==> src/rtl/unary_stream_collector_if.sv <==
// Handshake/status bundle between the unary stream collector and its neighbours.
interface unary_stream_collector_if #(
  parameter int COUNT_WIDTH = 6
);
  logic                   y_in;
  logic                   in_valid;
  logic                   clear;
  logic [COUNT_WIDTH-1:0] result;
  logic                   result_valid;
  logic                   result_ready;
  logic                   frame_done;
  logic                   busy;
  logic                   overrun;
  logic                   timeout;

  modport slave (
    input  y_in, in_valid, clear, result_ready,
    output result, result_valid, frame_done, busy, overrun, timeout
  );

  modport master (
    output y_in, in_valid, clear, result_ready,
    input  result, result_valid, frame_done, busy, overrun, timeout
  );
endinterface

==> src/rtl/unary_stream_collector.sv <==
// Collects INPUT_WIDTH valid unary bits per frame and presents the ones-count behind a valid/ready register.
// Optional mid-frame idle timeout enabled by defining UNARY_COLLECT_TIMEOUT_EN.
module unary_stream_collector #(
  parameter int INPUT_WIDTH    = 32,
  parameter int COUNT_WIDTH    = $clog2(INPUT_WIDTH + 1),
  parameter int TIMEOUT_CYCLES = 1024
) (
  input  logic                    clk,
  input  logic                    reset,
  unary_stream_collector_if.slave bus
);

  typedef enum logic {ACC_IDLE, ACC_ACCUM} acc_state_t;
  typedef enum logic {OUT_EMPTY, OUT_HOLD} out_state_t;

  localparam logic [COUNT_WIDTH-1:0] LAST_BIT = COUNT_WIDTH'(INPUT_WIDTH - 1);

  function automatic logic [COUNT_WIDTH-1:0] add_bit(input logic [COUNT_WIDTH-1:0] cnt,
                                                     input logic                   b);
    return cnt + COUNT_WIDTH'(b);
  endfunction

  acc_state_t             acc_q, acc_d;
  out_state_t             out_q, out_d;
  logic [COUNT_WIDTH-1:0] bit_cnt_q, bit_cnt_d;
  logic [COUNT_WIDTH-1:0] ones_cnt_q, ones_cnt_d;
  logic [COUNT_WIDTH-1:0] result_q, result_d;
  logic                   frame_done_q, frame_done_d;
  logic                   overrun_q, overrun_d;
  logic [COUNT_WIDTH-1:0] final_cnt;
  logic                   accept;

`ifdef UNARY_COLLECT_TIMEOUT_EN
  localparam int IDLE_W = $clog2(TIMEOUT_CYCLES + 1);
  localparam logic [IDLE_W-1:0] IDLE_LAST = IDLE_W'(TIMEOUT_CYCLES - 1);

  logic [IDLE_W-1:0] idle_cnt_q, idle_cnt_d;
  logic              timeout_q, timeout_d;
`endif

  assign final_cnt = add_bit(ones_cnt_q, bus.y_in);
  assign accept    = (out_q == OUT_HOLD) && bus.result_ready;

  always_comb begin
    acc_d        = acc_q;
    out_d        = out_q;
    bit_cnt_d    = bit_cnt_q;
    ones_cnt_d   = ones_cnt_q;
    result_d     = result_q;
    overrun_d    = overrun_q;
    frame_done_d = 1'b0;
`ifdef UNARY_COLLECT_TIMEOUT_EN
    idle_cnt_d   = idle_cnt_q;
    timeout_d    = timeout_q;
`endif
    if (bus.clear) begin
      // Abort wins over everything; the stale result value is kept but no longer valid.
      acc_d      = ACC_IDLE;
      out_d      = OUT_EMPTY;
      bit_cnt_d  = '0;
      ones_cnt_d = '0;
      overrun_d  = 1'b0;
`ifdef UNARY_COLLECT_TIMEOUT_EN
      idle_cnt_d = '0;
      timeout_d  = 1'b0;
`endif
    end else begin
      if (accept) out_d = OUT_EMPTY;
      if (bus.in_valid) begin
`ifdef UNARY_COLLECT_TIMEOUT_EN
        idle_cnt_d = '0;
`endif
        if (bit_cnt_q == LAST_BIT) begin
          acc_d        = ACC_IDLE;
          bit_cnt_d    = '0;
          ones_cnt_d   = '0;
          frame_done_d = 1'b1;
          // A consumer draining the register this very cycle frees it for the new frame.
          if ((out_q == OUT_EMPTY) || accept) begin
            result_d = final_cnt;
            out_d    = OUT_HOLD;
          end else begin
            overrun_d = 1'b1;
          end
        end else begin
          acc_d      = ACC_ACCUM;
          bit_cnt_d  = bit_cnt_q + COUNT_WIDTH'(1);
          ones_cnt_d = final_cnt;
        end
      end
`ifdef UNARY_COLLECT_TIMEOUT_EN
      else if (acc_q == ACC_ACCUM) begin
        if (idle_cnt_q == IDLE_LAST) begin
          acc_d      = ACC_IDLE;
          bit_cnt_d  = '0;
          ones_cnt_d = '0;
          idle_cnt_d = '0;
          timeout_d  = 1'b1;
        end else begin
          idle_cnt_d = idle_cnt_q + IDLE_W'(1);
        end
      end
`endif
    end
  end

  always_ff @(posedge clk or negedge reset) begin
    if (!reset) begin
      acc_q        <= ACC_IDLE;
      out_q        <= OUT_EMPTY;
      bit_cnt_q    <= '0;
      ones_cnt_q   <= '0;
      result_q     <= '0;
      frame_done_q <= 1'b0;
      overrun_q    <= 1'b0;
    end else begin
      acc_q        <= acc_d;
      out_q        <= out_d;
      bit_cnt_q    <= bit_cnt_d;
      ones_cnt_q   <= ones_cnt_d;
      result_q     <= result_d;
      frame_done_q <= frame_done_d;
      overrun_q    <= overrun_d;
    end
  end

`ifdef UNARY_COLLECT_TIMEOUT_EN
  always_ff @(posedge clk or negedge reset) begin
    if (!reset) begin
      idle_cnt_q <= '0;
      timeout_q  <= 1'b0;
    end else begin
      idle_cnt_q <= idle_cnt_d;
      timeout_q  <= timeout_d;
    end
  end

  assign bus.timeout = timeout_q;
`else
  // Constant-false compare keeps the timeout limit referenced when the feature is compiled out.
  assign bus.timeout = (TIMEOUT_CYCLES < 0);
`endif

  assign bus.result       = result_q;
  assign bus.result_valid = (out_q == OUT_HOLD);
  assign bus.frame_done   = frame_done_q;
  assign bus.busy         = (acc_q == ACC_ACCUM);
  assign bus.overrun      = overrun_q;

endmodule

==> src/flat_wrapper.sv <==
// flat-port wrapper written by rule: the top's interface ports become plain ports
module unary_stream_collector_flat 
#(
  parameter int INPUT_WIDTH    = 32,
  parameter int COUNT_WIDTH    = $clog2(INPUT_WIDTH + 1),
  parameter int TIMEOUT_CYCLES = 1024
)
  (clk, reset, bus_y_in, bus_in_valid, bus_clear, bus_result_ready, bus_result, bus_result_valid, bus_frame_done, bus_busy, bus_overrun, bus_timeout);
  unary_stream_collector_if #(.COUNT_WIDTH(COUNT_WIDTH)) bus_i ();
  input  logic clk;
  input  logic reset;
  input wire logic [$bits(bus_i.y_in)-1:0] bus_y_in;
  input wire logic [$bits(bus_i.in_valid)-1:0] bus_in_valid;
  input wire logic [$bits(bus_i.clear)-1:0] bus_clear;
  input wire logic [$bits(bus_i.result_ready)-1:0] bus_result_ready;
  output wire logic [$bits(bus_i.result)-1:0] bus_result;
  output wire logic [$bits(bus_i.result_valid)-1:0] bus_result_valid;
  output wire logic [$bits(bus_i.frame_done)-1:0] bus_frame_done;
  output wire logic [$bits(bus_i.busy)-1:0] bus_busy;
  output wire logic [$bits(bus_i.overrun)-1:0] bus_overrun;
  output wire logic [$bits(bus_i.timeout)-1:0] bus_timeout;
  assign bus_i.y_in = bus_y_in;
  assign bus_i.in_valid = bus_in_valid;
  assign bus_i.clear = bus_clear;
  assign bus_i.result_ready = bus_result_ready;
  assign bus_result = bus_i.result;
  assign bus_result_valid = bus_i.result_valid;
  assign bus_frame_done = bus_i.frame_done;
  assign bus_busy = bus_i.busy;
  assign bus_overrun = bus_i.overrun;
  assign bus_timeout = bus_i.timeout;
  unary_stream_collector #(.INPUT_WIDTH(INPUT_WIDTH), .COUNT_WIDTH(COUNT_WIDTH), .TIMEOUT_CYCLES(TIMEOUT_CYCLES)) u_core (.clk(clk), .reset(reset), .bus(bus_i));
endmodule
==> config.mk <==
export PLATFORM = sky130hd
export DESIGN_NAME = unary_stream_collector_flat
export DESIGN_NICKNAME = d
export VERILOG_FILES = /design/src/rtl/unary_stream_collector_if.sv /design/src/rtl/unary_stream_collector.sv /design/src/flat_wrapper.sv
export SDC_FILE = /design/constraint.sdc
export NUM_CORES = 1
export LEC_CHECK = 0
export ABC_AREA = 1
export CAP_MARGIN = 20
export CORE_MARGIN = 3
export CORE_UTILIZATION = 50
export DETAILED_ROUTE_END_ITERATION = 12
export PLACE_DENSITY_LB_ADDON = 0.12
export SLEW_MARGIN = 20
export SYNTH_ARGS = -nofsm -noshare
export SYNTH_HDL_FRONTEND = slang
export SYNTH_SLANG_ARGS = --single-unit
export TNS_END_PERCENT = 30
==> constraint.sdc <==
create_clock -name clk -period 1.4 [get_ports clk]
set_input_delay 0.42 -clock clk [delete_from_list [all_inputs] [get_ports clk]]
set_output_delay 0.42 -clock clk [all_outputs]
set_load 0.01 [all_outputs]
# Yosys cells after proc, flatten, opt, wreduce, memory -nomap -nowiden
# Cells that the tools add are included.
op_classes:
  shift: 0
  eq_ne: 2
  n_reduce_logical: 6
  multipliers: 0
  addsub: 2
  n_lt_le_gt_ge: 0
  div: 0
  bitwise_logic: 2
  n_mux: 21
ops:
  columns: ["operator", "count"]
  rows:
  - ["$mux 6", 6]
  - ["$mux 1", 15]
  - ["$add 6x1->6", 1]
  - ["$add 6x1->6 const B", 1]
  - ["$eq 6x5->1 const B", 1]
  - ["$reduce_and 4->1", 1]
  - ["$reduce_bool 2->1", 2]
  - ["$reduce_and 3->1", 1]
  - ["$ne 2x2->1 const B", 1]
  - ["$not 1->1", 2]
  - ["$logic_and 1x1->1", 1]
  - ["$logic_or 1x1->1", 1]
word_totals:
  latch_bits: 0
  inputBits: 6
  mem_bits_ro: 0
  word_cells: 40
  ff_bits: 22
  ram_bits: 0
  memories: 0

# Depth between registers and ports, before layout
# Gate-level depths: netlist of the first run.
depth:
  word_depth: 6
  mapped_depth: 8
  ltp_nobuf: 7

# Worst setup path before layout of the first run
# Ideal clock, no wire load.
synth_timing:
  path_type: "register to register"
  start: "reg u_core.bit_cnt_q[0]"
  end: "reg u_core.result_q[2] (netlist: u_core.bus.result[2])"
  setup_ns: 0.125
  arrival_ns: 1.127
  path_stages_with_launch: 7
  path_slack_ns: 0.149
  n_path_buf: 0
  synth_period_minus_slack_ns: 1.251
  cell_sequence: "dfrtp_1 -> ha_1 -> nand3_4 -> nor2_4 -> nand3_4 -> nand2_1 -> o21ai_1"
synth_between:
  elab_chain_cells: 2
synth_lines:
  columns: ["element", "line_no", "source"]
  rows:
  - ["from (decl)", "unary_stream_collector.sv:25", "logic [COUNT_WIDTH-1:0] bit_cnt_q, bit_cnt_d;"]
  - ["from (signal assigned)", "unary_stream_collector.sv:119", "bit_cnt_q <= bit_cnt_d;"]
  - ["$eq 6x5->1", "unary_stream_collector.sv:73", "if (bit_cnt_q == LAST_BIT) begin"]
  - ["$reduce_and 4->1 (no source line)", null, null]
  - ["to (signal assigned)", "unary_stream_collector.sv:121", "result_q <= result_d;"]
  - ["to (decl)", "unary_stream_collector.sv:27", "logic [COUNT_WIDTH-1:0] result_q, result_d;"]
# No other way between the ends.
# A chain may end at the register's enable or synchronous reset.

# Final worst setup path of the first run
layout_timing:
  start: "reg u_core.result_q[0] (netlist: u_core.bus.result[0])"
  end: "out bus_result[0]"
layout_lines:
  columns: ["element", "line_no", "source"]
  rows:
  - ["to (decl)", "flat_wrapper.sv:16", "output wire logic [$bits(bus_i.result)-1:0] bus_result;"]
# No word-level cell between the ends.

==> summary.md, run 1 <==
| Metric | Value |
|---|---|
| Worst R2R Path Depth | `6` |
| Maximum VDD drop | `around 0.63 mV` |
| Crit path time final | `1.35 ns` |
| Synth area leaders | `dfrtp_1 49%, nand2_1 17%, inv_1 5.0%` |
| Clock-pin slew on the worst setup and hold paths | `0.12 ns` |
| IO Count | `17` |
| Grt ovf | `0` |
| Pin count of the biggest net entering global routing | `23` |
| Remaining DRCs | `0` |
| CP required | `0.98 ns` |
| Synth-to-Final Area Change | `27.5%` |
| Vias/cell | `a little under 5` |
| Wl on met1 | `roughly 1000 µm` |
| Max Freq | `739 MHz` |
| Setup bufs post-CTS | `0` |
| Dpl cells | `183` |
| First-pass GRT wire length | `3610 µm` |
| Post-synth cell types | `22` |
| Yosys top cell area share | `49.3%` |
| Layout Nets | `170` |
| Synth top cells by count | `51 x nand2_1, 22 x dfrtp_1, 15 x inv_1` |
| Vias | `905` |
| Flops & latches, synth | `22` |
| Area of the core | `about 0.0020 mm²` |
| YS warnings | `0` |
| DP Worst Slack | `-0.339 ns` |
| WL met2 | `1020 µm` |
| DP Area | `0.00137 mm²` |
| H-tree depth | `1` |
| Detailed Route WL | `2140 µm` |
| Mapped Area | `approximately 0.0011 mm²` |
| Bufs and invs on worst path | `1` |
| CP max stage cell | `dfrtp_1` |
| Placed wire-length estimate | `1580 µm` |
| Longest Clk Path Bufs | `2` |
| Hold crit path type | `input port to async pin` |
| Port-buffer cells | `15` |
| Final hold violations | `0` |
| Setup CP Type | `flip-flop to output port` |
| Vias in the first global route | `857` |
| Clk Latency, worst-skew pair | `0.30 ns` |
| Clock root cell | `clkbuf_4` |
| Arrival @ worst endpoint | `0.93 ns` |
| CP max FO | `2` |
| Top Metal Used | `met4` |
| Gr usage total | `between 10% and 20%` |
| Initial core utilization | `54.7%` |
| Hold-fix buffers at CTS | `0` |
| Final Worst Setup Slack | `0.0468 ns` |
| Die Y | `about 53 µm` |
| Type of origin of the critical path | `flip-flop` |
| Setup Skew | `0.00396 ns` |
| Iter 0 DRT Violations | `12` |
| Slowest stage delay, CP | `0.40 ns` |
| Cell Rows | `16` |
| Final Util | `69.8%` |
| TritonCTS clock tree | `done` |
| Max_cap viols | `0` |
| P_leak | `0.675 nW` |
| Worst path depth | `1` |
| Pre-antenna DRT Iters | `4` |
| Most numerous cell in the Yosys netlist | `nand2_1` |
| Share of cells above drive strength 1 | `about 18%` |
| Worst hold slack | `~0.44 ns` |
| EDFF count, synth | `0` |
| Status | `finished, final reports clean` |
| Placer Congestion | `between 0.7 and 0.8` |
| Period Utilization, post-route | `96.7%` |
| WL per Instance | `11.5 µm` |
| Synth Net Count | `143` |
| Pwr/cell area | `780 mW/mm²` |
| Final Max Tran Viols | `0` |
| RSZ-0062 raised after global routing | `true` |
| Antenna cell count | `0` |
| Crit path cell chain | `clkdlybuf4s15_1` |
| Initial antenna violation count | `0` |
| Die W | `53.3 µm` |
| Post-route cell area | `~0.0014 mm²` |
| Fin cells | `187` |
| CTS sink count | `22` |
| Family with the most delay on the worst path | `flip-flops` |
| Crit. End Element | `output port` |
| TritonCTS Buffers | `3` |
| Die ar. | `roughly 0.0028 mm²` |
| Final-report setup violation count | `0` |
| FFs w/ async S/R, synth | `100%` |
| Cell count after synthesis | `134` |
| Top_reg_cell synth | `dfrtp_1` |
| Avg Cell Area, Syn | `~8.3 µm²` |
| Post-DRT Antenna Nets | `0` |
| Yosys top cell by area | `dfrtp_1` |
| Post-synthesis sequential area ratio | `49.3%` |
| DR WL met3 | `55 µm` |
kinds of logic after synthesis:
logic type      count (synthesis)  synth area share [%]
other cells                     1                 0.336
compound gates                 14                  6.72
flops                          22                  49.3
buf+inv                        19                  7.17
simple gates                   73                  31.6
xor+xnor                        2                  1.57
fa+ha+maj                       3                  3.36
power breakdown:
group | internal, mW | total [mW] | leakage (nW) | switching, mW
clock network | 0.159 | 0.347 | 0.0210 | 0.189
logic | 0.0502 | 0.110 | 0.350 | 0.0594
registers | 0.646 | 0.654 | 0.304 | 0.00842
stage by stage:
step | total power, mW | TNS (ns)
after floorplan | 0.707 | 0
after global placement | 0.770 | -4.10
after detailed placement | 0.773 | -4.62
after CTS | 1.13 | 0
after global routing | 1.16 | -0.0352
final | 1.11 | 0
per-layer routing:
| layer | up-vias | GRT usage, % |
|---|---|---|
| met2 | 10 | 28.4 |
| li1 | 474 | - |
| met3 | 4 | 3.66 |
| met4 | 0 | 5.11 |
| met5 | - | 0 |
| met1 | 417 | 23.0 |
cell usage in the layout (no fill, tap or decap), types with 2 or more instances in the layout:
cell,instances
nor2_4,4
xnor2_1,2
nor3_1,2
nand3_1,6
nor2_1,3
clkdlybuf4s15_1,9
ha_2,2
inv_1,15
o21ai_0,5
clkbuf_4,3
nand3_4,2
buf_4,9
nand4_1,3
nand2_1,51
clkdlybuf4s50_1,4
o21ai_1,6
dfrtp_1,22
final cells by class:
type / instances / area [µm²]
well taps: 27 / 33.8
repair buffers: 25 / 235
fillers: 167 / 617
inverters: 16 / 60.1
multi-input cells: 93 / 509
clock buffers: 4 / 36.3
flip-flops and latches: 22 / 551
state kept, by name (all words and copies together), names as in the netlist:
name / flops
u_core.bus.frame_done: 1
u_core.bus.busy: 1
u_core.bus.result: 6
u_core.bit_cnt_q: 6
u_core.bus.overrun: 1
u_core.bus.result_valid: 1
u_core.ones_cnt_q: 6
timing repair:
item / CTS / global route
pin swaps: 0 / 3
resized for setup: 21 / 9
setup endpoints to repair: 11 / 13
final timing paths:
path,startpoint,end,slack (ns)
min,reset,u_core.bus.result[2],0.44
max,u_core.bus.result[0],bus_result[0],0.05
max in group asynchronous,reset,u_core.bus.frame_done,0.82
min reg2reg,u_core.bus.result[4],u_core.bus.result[4],0.49
min in group clk,u_core.bus.result[4],u_core.bus.result[4],0.49
max reg2reg,u_core.bit_cnt_q[0],u_core.bus.result[2],0.08
Note: power is estimated with default switching activity, not from simulation.
==> inputs of run 2 (changes only) <==
- CORE_UTILIZATION: 50 -> 25
==> run 2 against run 1 <==
First-iteration DRC count grew to 5.3 times the previous value. Final area grew 8.4%. Power increased by 25%. Core utilization fell by 33 points. Worst setup slack lost 0.0028 ns. Register-to-register slack is essentially flat. Clock skew is essentially flat. Largest cell class unchanged. Critical path type unchanged. Sequential power about the same. Via count increased by 3.1%. Highest routed layer unchanged.
==> summary.md, run 2 (synthesis results as in run 1) <==
| Metric | Value |
|---|---|
| Slowest stage delay, CP | `0.38 ns` |
| Placed wire-length estimate | `1770 µm` |
| Final-report setup violation count | `0` |
| Vias in the first global route | `949` |
| Design internal power | `1.08 mW` |
| Layout Nets | `173` |
| Crit. End Element | `output port` |
| Final Util | `around 37%` |
| Vias | `between 900 and 1,000` |
| IO Count | `17` |
| Grt ovf | `0` |
| CP max FO | `2` |
| CTS sink count | `22` |
| Crit path cell chain | `dlygate4sd2_1` |
| Synth-to-Final Area Change | `38.3%` |
| Cell Rows | `23` |
| P_leak | `0.726 nW` |
| Arrival @ worst endpoint | `0.94 ns` |
| WL per Instance | `roughly 12 µm` |
| Iter 0 DRT Violations | `63` |
| Family with the most delay on the worst path | `flip-flops` |
| Final hold violations | `0` |
| Clock root cell | `clkbuf_8` |
| Clock power share | `44.0%` |
| Sequential power share | `47.3%` |
| Period Utilization, post-route | `a little over nine tenths` |
| Area of the core | `0.00414 mm²` |
| TritonCTS Buffers | `3` |
| Maximum VDD drop | `between 0.3 and 0.4 mV` |
| TritonCTS clock tree | `done` |
| First-pass GRT wire length | `4370 µm` |
| Setup CP Type | `flip-flop to output port` |
| Initial antenna violation count | `0` |
| Commonest non-fill, non-tap cell in the layout | `nand2_1` |
| Port-buffer cells | `15` |
| Initial core utilization | `27.0%` |
| Pwr/cell area | `896 mW/mm²` |
| Type of origin of the critical path | `flip-flop` |
| Pin count of the biggest net entering global routing | `23` |
| Final Max Tran Viols | `0` |
| Antenna cell count | `0` |
| Status | `finished, final reports clean` |
| Placer Congestion | `0.777` |
| Die W | `72.9 µm` |
| Gr usage total | `a little over a tenth` |
| Bufs and invs on worst path | `1` |
| Clock-pin slew on the worst setup and hold paths | `0.09 ns` |
| Setup TNS | `0 ns` |
| Sw frac | `21.8%` |
| Die Y | `72.9 µm` |
| Max_cap viols | `0` |
| Max Freq | `737 MHz` |
| H-tree depth | `1` |
| Die ar. | `0.00531 mm²` |
| Commonest non-fill, non-tap cells in the layout | `49 x nand2_1, 22 x dfrtp_1, 15 x inv_1` |
| Setup Skew | `0.00409 ns` |
| Post-DRT Antenna Nets | `0` |
| Vias/cell | `4.38` |
| CP required | `0.98 ns` |
| Logic pwr share | `approximately 8.6%` |
| RSZ-0062 raised after global routing | `true` |
| Share of cells above drive strength 1 | `20.9%` |
| Net switching power | `0.302 mW` |
| Remaining DRCs | `0` |
| CP max stage cell | `dfrtp_1` |
| Crit path time final | `1.36 ns` |
| Hold crit path type | `input port to async pin` |
| Clk Latency, worst-skew pair | `0.27 ns` |
| Pre-antenna DRT Iters | `3` |
| Hold-fix buffers at CTS | `0` |
| Longest Clk Path Bufs | `2` |
| Detailed Route WL | `between 2000 and 3000 µm` |
## run 2: cell types whose count changed in the layout (fill, tap and decap cells not counted), moves of 2 or more
cell,change
clkdlybuf4s15_1,-5
dlygate4sd2_1,+6
clkbuf_4,-3
nand2_1,-2
buf_6,+2
nand2_2,+2
nand3_2,+2
clkbuf_8,+2
## run 2: metrics by stage
stage                     total power, mW  setup slack, ns  hold slack [ns]  instances  instance area (µm²)
final                                1.39           0.0440            0.486        213                 1550
after global routing                 1.46          -0.0224            0.496        213                 1550
after CTS                            1.39          -0.0417            0.491        211                 1470
after detailed placement            0.777           -0.340            0.470        207                 1410
after global placement              0.776           -0.312            0.464        207                 1410
after floorplan                     0.707            0.149            0.124        134                 1120
## run 2: path summary, 6_finish.rpt
kind	startpoint	end	slack (ns)	depth (start not counted)
worst max-delay path	u_core.bus.result_valid	bus_result_valid	0.04	1
max in group asynchronous	reset	u_core.bit_cnt_q[4]	0.76	2
worst min-delay path	reset	u_core.bus.result[2]	0.49	2
worst min register to register	u_core.bus.result[5]	u_core.bus.result[5]	0.49	2
min in group clk	u_core.bus.result[5]	u_core.bus.result[5]	0.49	2
worst max register to register	u_core.bit_cnt_q[1]	u_core.bus.result[5]	0.08	6
## run 2: repair_timing
item	4_1_cts	5_1_grt
gates cloned	0	1
setup endpoints to repair	13	17
resized for setup	11	20
buffers inserted	0	1
pin swaps	0	5
## run 2: layer usage
metal  vias to the layer above  routed length [µm]  GRT usage (%)
met5                         -                   0              0
met4                         0                  39           3.89
met3                         5                  44           2.48
met2                         8                1290           17.7
met1                       441                1150           13.1
li1                        479                   -              -
## run 2: power by group through the flow
stage	Sequential [mW]	Clock [mW]	Combinational [mW]
floorplan	0.668	0	0.0397
global placement	0.665	0	0.111
detailed placement	0.665	0	0.112
CTS	0.653	0.628	0.111
global route	0.657	0.669	0.135
finish	0.656	0.610	0.120
## run 2: worst register-to-register path, cell delays in order (launching register included)
cell,delay (ns)
dfrtp_1,0.40
ha_4,0.17
nand3_4,0.10
nor2_4,0.23
nand3_2,0.17
nand2_1,0.10
nand2_1,0.05
## run 2: area by class of cell
cell class	instances	area (µm²)
clock buffers	3	41.3
clock inverters	1	30.0
fillers	454	2600
inverters	16	62.6
multi-input cells	94	543
flip-flops and latches	22	551
well taps	50	62.6
repair buffers	27	255
